### src/rtl/tia_object_position_counter_p.sv
// Horizontal position counter for one movable object (missile/ball class).
// Keeps a modulo-PERIOD pixel counter, decodes copy start points and draws
// a 1/2/4/8 pixel wide object START_DELAY count steps after each start.
module tia_object_position_counter_p #(
    parameter int unsigned PERIOD      = 160,
    parameter int unsigned CNT_W       = 8,
    parameter int unsigned START_DELAY = 4,
    parameter int unsigned LOCK_LOAD   = 0
) (
    input  logic             clk,
    input  logic             reset_bar,
    input  logic             pix_en,
    input  logic             hmove_pulse,
    input  logic             obj_reset,
    input  logic             lock_reset,
    input  logic             enable,
    input  logic [1:0]       size,
    input  logic [2:0]       copies,
    output logic             out,
    output logic [CNT_W-1:0] pos,
    output logic             busy
);

    localparam logic [CNT_W-1:0] LAST     = CNT_W'(PERIOD - 1);
    localparam logic [CNT_W-1:0] LOCK_VAL = CNT_W'(LOCK_LOAD);
    localparam logic [2:0]       DLY      = 3'(START_DELAY);

    // The farthest copy (64) plus its delay and widest draw must finish
    // before the line wraps, otherwise copies would overlap the next start.
    if (PERIOD <= 64 + START_DELAY + 8) begin : g_period_chk
        $error("PERIOD too short for copy offsets plus start delay and width");
    end
    if (START_DELAY < 1 || START_DELAY > 7) begin : g_delay_chk
        $error("START_DELAY must be within 1..7");
    end
    if ((64'd1 << CNT_W) < 64'(PERIOD)) begin : g_width_chk
        $error("CNT_W too narrow for PERIOD");
    end

    logic [CNT_W-1:0] cnt_q, cnt_d;
    logic [2:0]       dly_q, dly_d;
    logic [3:0]       draw_q, draw_d;
    logic             out_q, out_d;
    logic             busy_q, busy_d;

    logic             cnt_en;
    logic             cnt_wrap;
    logic [CNT_W-1:0] cnt_inc;
    logic             hit16, hit32, hit64;
    logic             start;
    logic             overlap;

    // Count step, wrap detection and copy start decode
    always_comb begin
        cnt_en   = pix_en | hmove_pulse;
        cnt_wrap = (cnt_q == LAST);
        cnt_inc  = cnt_wrap ? '0 : cnt_q + CNT_W'(1);
        hit16    = (copies == 3'b001) || (copies == 3'b011);
        hit32    = (copies == 3'b010) || (copies == 3'b011) || (copies == 3'b110);
        hit64    = (copies == 3'b100) || (copies == 3'b110);
        // Offset 0 only starts on a wrap; a strobe or lock load of 0 is not a step.
        start    = cnt_wrap
                || (hit16 && (cnt_inc == CNT_W'(16)))
                || (hit32 && (cnt_inc == CNT_W'(32)))
                || (hit64 && (cnt_inc == CNT_W'(64)));
    end

    // Next-state: lock > strobe > count step; delay then draw sequencing
    always_comb begin
        cnt_d   = cnt_q;
        dly_d   = dly_q;
        draw_d  = draw_q;
        overlap = 1'b0;
        if (lock_reset) begin
            cnt_d  = LOCK_VAL;
            dly_d  = '0;
            draw_d = '0;
        end else if (obj_reset) begin
            cnt_d  = '0;
            dly_d  = '0;
            draw_d = '0;
        end else if (cnt_en) begin
            cnt_d = cnt_inc;
            if (start) begin
                overlap = busy_q;
                dly_d   = DLY;
                draw_d  = '0;
            end else if (dly_q != '0) begin
                dly_d = dly_q - 3'd1;
                // Width is captured here; later size changes do not affect this copy.
                if (dly_q == 3'd1) begin
                    draw_d = 4'd1 << size;
                end
            end else if (draw_q != '0) begin
                draw_d = draw_q - 4'd1;
            end
        end
        out_d  = enable & (draw_d != '0);
        busy_d = (dly_d != '0) | (draw_d != '0);
    end

    // State registers with asynchronous clear
    always_ff @(posedge clk or negedge reset_bar) begin
        if (!reset_bar) begin
            cnt_q  <= '0;
            dly_q  <= '0;
            draw_q <= '0;
            out_q  <= 1'b0;
            busy_q <= 1'b0;
        end else begin
            cnt_q  <= cnt_d;
            dly_q  <= dly_d;
            draw_q <= draw_d;
            out_q  <= out_d;
            busy_q <= busy_d;
            // Copy spacing exceeds delay plus widest draw, so a start never lands mid-object.
            assert (!overlap);
        end
    end

    assign out  = out_q;
    assign pos  = cnt_q;
    assign busy = busy_q;

endmodule

### config.mk
export PLATFORM = sky130hd
export DESIGN_NAME = tia_object_position_counter_p
export DESIGN_NICKNAME = d
export VERILOG_FILES = /design/src/rtl/tia_object_position_counter_p.sv
export SDC_FILE = /design/constraint.sdc
export NUM_CORES = 1
export LEC_CHECK = 0
export ABC_CLOCK_PERIOD_IN_PS = 2100
export CORE_ASPECT_RATIO = 0.9
export CORE_MARGIN = 2
export CORE_UTILIZATION = 56
export CTS_CLUSTER_DIAMETER = 120
export DETAILED_ROUTE_END_ITERATION = 8
export DONT_BUFFER_PORTS = 1
export GPL_ROUTABILITY_DRIVEN = 0
export PLACE_DENSITY = 0.77
export SLEW_MARGIN = 10
export SYNTH_ARGS = -nofsm -noshare
export SYNTH_HDL_FRONTEND = slang
export SYNTH_SLANG_ARGS = --single-unit
### constraint.sdc
create_clock -name clk -period 2.1 [get_ports clk]
set_input_delay 0.21 -clock clk [delete_from_list [all_inputs] [get_ports clk]]
set_output_delay 0.21 -clock clk [all_outputs]
set_load 0.05 [all_outputs]
# Word level (Yosys, flattened, before mapping)

Index checks and enable logic that the tools add are counted.

Bits in read-only memories: 0
Input port bits: 12
Output and inout port bits: 10
Bits in writable memories: 0
Word-level logic and storage cells: 53
Bits in latches: 0
Memories kept: 0
Flip-flop bits (word level): 17

Add/subtract/negate cells: 3
Equal/unequal tests: 10
$mul: 0
Bitwise logic cells: 3
Multiplexer cells: 16
Shift operators: 1
$lt $le $gt $ge: 0
Reductions and logical operators: 15
Div/mod/pow operators: 0

Operators by type and width:

| kind                | number |
|---|---|
| $mux 8              | 4 |
| $mux 4              | 7 |
| $mux 3              | 5 |
| $reduce_bool 3->1   | 3 |
| $add 8x1->8 const B | 1 |
| $eq 8x5->1 const B  | 1 |
| $eq 8x6->1 const B  | 1 |
| $eq 8x7->1 const B  | 1 |
| $eq 8x8->1 const B  | 1 |
| $reduce_bool 4->1   | 2 |
| $logic_or 1x1->1    | 7 |
| $eq 3x1->1 const B  | 2 |
| $eq 3x2->1 const B  | 2 |
| $eq 3x3->1 const B  | 2 |
| $shl 1x2->4 const A | 1 |
| $sub 4x1->4 const B | 1 |
| $logic_and 1x1->1   | 3 |
| $sub 3x1->3 const B | 1 |
| $or 1x1->1          | 2 |
| $and 1x1->1         | 1 |

# Longest topological paths before layout

Gate-level depths: netlist of the first run.

Depth in word-level cells: 13
Gate-level depth with buffers: 10
Gate-level depth less buffers: 9

# Least setup slack after synthesis of the first run

No wires, ideal clock.

Kind: flip-flop to flip-flop
Start: reg cnt_q[0] (netlist: pos[0])
End: reg busy_q (netlist: busy)
Required time: 1.957 ns
Period minus slack after synthesis: 2.573 ns
Arrival time: 2.430 ns
Slack: -0.473 ns
Stages on the path, launching flop included: 9
Setup time: 0.143 ns
Buffers on the path: 0
Path through: dfrtp_1 ha_1 and3b_2 o311a_1 a221oi_2 o311ai_2 a22o_2 a21oi_2 nand4bb_1

Longest elaborated chain between the ends: 13
Elaborated cells between the ends (all ways): 23
Those cells by class: add/sub (1); eq/ne (4); mux (9); bitwise (1); reduce/logical (8)

Ends and longest elaborated chain:

| what                                                   | line   | source |
|---|---|---|
| start, declared                                        | 40     | `logic [CNT_W-1:0] cnt_q, cnt_d;` |
| start signal, assigned                                 | 111    | `cnt_q <= cnt_d;` |
| $add 8x1->8 or $eq 8x8->1 (tied branches)              | 57, 56 |  |
| $mux 8                                                 | 57     | `cnt_inc = cnt_wrap ? '0 : cnt_q + CNT_W'(1);` |
| $eq 8x5->1                                             | 63     | `\|\| (hit16 && (cnt_inc == CNT_W'(16)))` |
| $logic_and 1x1->1                                      | 63     |  |
| $logic_or 1x1->1                                       | 63     |  |
| $logic_or 1x1->1                                       | 64     | `\|\| (hit32 && (cnt_inc == CNT_W'(32)))` |
| $logic_or 1x1->1 (*)                                   | 65     | `\|\| (hit64 && (cnt_inc == CNT_W'(64)));` |
| $mux 4 or $mux 3 (tied branches)                       | 84     | `if (start) begin` |
| $mux 4 or $mux 3 (tied branches)                       | 82     | `end else if (cnt_en) begin` |
| $mux 4 or $mux 3 (tied branches)                       | 78     | `end else if (obj_reset) begin` |
| $mux 4 or $mux 3 (tied branches)                       | 74     | `if (lock_reset) begin` |
| $reduce_bool 4->1 or $reduce_bool 3->1 (tied branches) | 99     | `busy_d = (dly_d != '0) \| (draw_d != '0);` |
| $or 1x1->1 (*)                                         | 99     |  |
| named net busy_d                                       | 44     | `logic busy_q, busy_d;` |
| end signal, assigned                                   | 115    | `busy_q <= busy_d;` |
| end, declared                                          | 44     |  |

The timed path passes the listed nets; every way through them passes the cells marked *.
A chain may end at the register's enable or synchronous reset.

# Worst setup path after layout of the first run

Ends and elaborated chain as after synthesis.

==> impl_metrics.env, run 1 <==
export IMPL_status="finished with violations"
export IMPL_violations="setup timing"
export IMPL_pwr_share_seq_pct=55.1
export IMPL_nets=215
export IMPL_dp_hpwl_mm=2.86
export IMPL_yosys_warnings=0
export IMPL_crit_required_ns=2.30
export IMPL_yosys_area_top_type="dfrtp_1"
export IMPL_netlist_area_um2=1360
export IMPL_fin_crit_ns=2.28
export IMPL_ant_nets=0
export IMPL_std_cell_rows=16
export IMPL_antenna_found_initial=0
export IMPL_drive_above_1_share_pct=37.1
export IMPL_postLayoutSetupSlackWorst_ns=-0.177
export IMPL_p_total_mw=0.638
export IMPL_finish_utilization_pct=76.8
export IMPL_startpoint_type="flip-flop"
export IMPL_min_from="pix_en"
export IMPL_fillCellCount=149
export IMPL_async_flop_share_pct=100
export IMPL_tightest_slew_ns=0.808
export IMPL_finalMaxSlewViolations=0
export IMPL_syn_nets=181
export IMPL_die_h_um=50.8
export IMPL_start_util_pct=60.8
export IMPL_syn_inst=164
export IMPL_synth_edf_count=0
export IMPL_cts_tree="yes"
export IMPL_r2r_start="pos[0]$_DFFE_PN0P_"
export IMPL_avgSynthCellArea_um2=8.31
export IMPL_clk_latency_ns=0.31
export IMPL_r2r_slack_ns=-0.18
export IMPL_p_clk_share_pct=30.7
export IMPL_power_density_nw_per_um2=370
export IMPL_vdd_drop_max_mv=0.483
export IMPL_drt_pass1_iterations=5
export IMPL_setup_violations=8
export IMPL_grtUsageTotal_pct=29.6
export IMPL_power_frac_comb_pct=14.2
export IMPL_yosys_register_bits=17
export IMPL_relSlewSlack_pct=45.9
export IMPL_cts_made_buffers=3
export IMPL_core_um2=2240
export IMPL_critPathLaunch="pos[0]$_DFFE_PN0P_"
export IMPL_cts_sinks=17
export IMPL_synth_seq_area_share_pct=31.2
export IMPL_wl_per_cell_um=17.5
export IMPL_vias_per_cell=6.42
export IMPL_grt_pass1_wl_mm=6.51
export IMPL_synth_top_area_share_pct=31.2
export IMPL_end_kind="flip-flop"
export IMPL_clkSlewWorstSetupHoldPaths_ns=0.11
export IMPL_h_tree_depth=1
export IMPL_criticalPathCategory="reg -> reg"
export IMPL_fmax_ghz=0.439
export IMPL_clock_skew_ns=0.00494
export IMPL_crit_arrival_ns=2.47
export IMPL_dp_slack_ns=-0.144
export IMPL_vias=1438
export IMPL_areaGrowthSynthToFinish_pct=26.4
export IMPL_hold_path_class="in -> reg"
export IMPL_critPathMaxFanout=4
export IMPL_diodes=0
export IMPL_ios=22
export IMPL_netSwitchingFraction_pct=30.6
export IMPL_p_sw_mw=0.195
export IMPL_cts_root_buf="clkbuf_4"
export IMPL_static_leakage_power_nw=0.757
export IMPL_grt_max_degree=18
export IMPL_clockBufferDepth=2
export IMPL_instances_no_fill=224
export IMPL_hold_violations=0
export IMPL_grt_pass1_vias=1398
export IMPL_synth_ff_type="dfrtp_1"
export IMPL_fin_crit_sh_pct=108
export IMPL_wirelength_mm=3.92
export IMPL_netlist_top_cells_area="dfrtp_1 31%, a21oi_1 5.5%, ha_1 4.6%, nor2_1 4.4%, o21ai_0 4.0%"
export IMPL_drc=0
export IMPL_die_area_um2=2840
export IMPL_rsz0062_at_grt="true"
export IMPL_p_int_mw=0.443
export IMPL_dp_cells=217
export IMPL_overflow=0
export IMPL_maxCapViolCount=0
export IMPL_drt_iter0_drc=108
export IMPL_port_buffer_count=0
export IMPL_synth_cell_type_count=48
export IMPL_holdWs_ns=0.225
export IMPL_fp_dieW_um=56.0
-- cells in the final DEF, fill, tap and decap left out, drive strengths merged, types with 3 or more instances in the layout --
cell    Yosys  layout
a21oi      17      17
and2        4       4
buf         1      34
clkbuf      6       3
dfrtp      17      17
ha          5       5
inv        11      11
nand2      11      11
nand2b      4       4
nand3       6       6
nor2       17      17
nor2b       3       3
nor3        7       7
o21ai      11      11
or2         3       3
or3         5       5
xnor2       3       3
-- routing by layer --
layer | routed length (µm) | GRT usage [%] | part of all wire [%] | up-vias
li1 | - | - | - | 660
met1 | 1690 | 39.1 | 43 | 676
met2 | 1770 | 49.6 | 45 | 90
met3 | 363 | 5.41 | 9.3 | 12
met4 | 95 | 8.73 | 2.4 | 0
met5 | 0 | 0 | 0 | -
-- what timing repair did --
| action | 4_1_cts | 5_1_grt |
|---|---|---|
| gates resized for setup | 3 | 11 |
| hold buffers | 2 | 0 |
| pin swaps | 4 | 5 |
| buffers inserted | 0 | 1 |
| setup endpoints to repair | 5 | 9 |
| endpoints found under the hold margin | 18 | 0 |
-- critical path: stages (launching register included) --
cell,delay (ns)
dfrtp_4,0.51
ha_4,0.18
and3b_2,0.20
o311a_1,0.30
a221oi_2,0.29
o311ai_2,0.15
a22o_2,0.27
a21oi_2,0.15
nand4bb_1,0.11
-- metrics by stage --
stage                     instance area (µm²)  TNS [ns]
after CTS                                1680    -0.362
after global placement                   1620    -0.117
after detailed placement                 1620    -0.242
after floorplan                          1380    -0.272
final                                    1720    -0.746
after global routing                     1720     -1.55
-- Yosys cell counts, types with 2 or more instances --
library cell   n
a21oi_2        2
inv_1         11
or2_2          3
nand2b_1       4
a211oi_1       2
a311oi_1       2
or3_1          5
nor2_1        16
nand2_1       11
ha_1           5
and3_2         2
a22oi_1        2
nand3b_1       2
clkbuf_2       2
xnor2_1        3
dfrtp_1       17
nor3_1         7
a21oi_1       15
clkbuf_1       3
and2_1         4
nand3_1        5
a31o_2         2
o21ai_0       11
nor2b_1        3
a21boi_0       2
-- path summary, 6_finish.rpt --
path / end / cells after the start
setup reg to reg: busy$_DFF_PN0_ / 8
setup / recovery: busy$_DFF_PN0_ / 8
max in group asynchronous: pos[0]$_DFFE_PN0P_ / 1
hold / removal: pos[4]$_DFFE_PN0P_ / 3
min in group asynchronous: out$_DFF_PN0_ / 1
hold reg to reg: dly_q[1]$_DFF_PN0_ / 3
-- state kept, by name, summed over array words and instances (netlist names) --
name    cells
dly_q       3
out         1
pos         8
draw_q      4
busy        1
-- power groups by stage --
stage,combinational (mW),clock [mW],sequential (mW)
floorplan,0.0479,0,0.365
global placement,0.0759,0,0.357
detailed placement,0.0782,0,0.357
CTS,0.0880,0.206,0.351
global route,0.100,0.215,0.352
finish,0.0908,0.196,0.351
-- cell families after synthesis --
logic type | count (synthesis) | share of synthesized area, %
muxes | 2 | 1.56
and+or+nand+nor | 71 | 30.0
DFF | 17 | 31.2
xor gates and xnor gates | 4 | 2.57
AOI/OAI and AO/OA | 47 | 23.6
buffers and inverters | 18 | 6.43
adders and majority gates | 5 | 4.59
-- layout make-up --
| cell class | count | area [µm²] | share of cell area [%] |
|---|---|---|---|
| inverters | 11 | 41.3 | 2.40 |
| clock inverters | 1 | 7.51 | 0.436 |
| repair buffers | 36 | 283 | 16.4 |
| clock buffers | 3 | 22.5 | 1.31 |
| well taps | 27 | 33.8 | 1.96 |
| multi-input cells | 129 | 900 | 52.2 |
| flip-flops and latches | 17 | 435 | 25.3 |
No activity file was read; power rests on OpenSTA's default activity.
==> inputs of run 2 (changes only) <==
--- a/config.mk
+++ b/config.mk
@@ -13,6 +13,7 @@
 export DETAILED_ROUTE_END_ITERATION = 8
 export DONT_BUFFER_PORTS = 1
 export GPL_ROUTABILITY_DRIVEN = 0
+export HOLD_SLACK_MARGIN = 0.12
 export PLACE_DENSITY = 0.77
 export SLEW_MARGIN = 10
 export SYNTH_ARGS = -nofsm -noshare
==> results of run 2 <==
Final layout, timing and power as in run 1 (identical DEF).
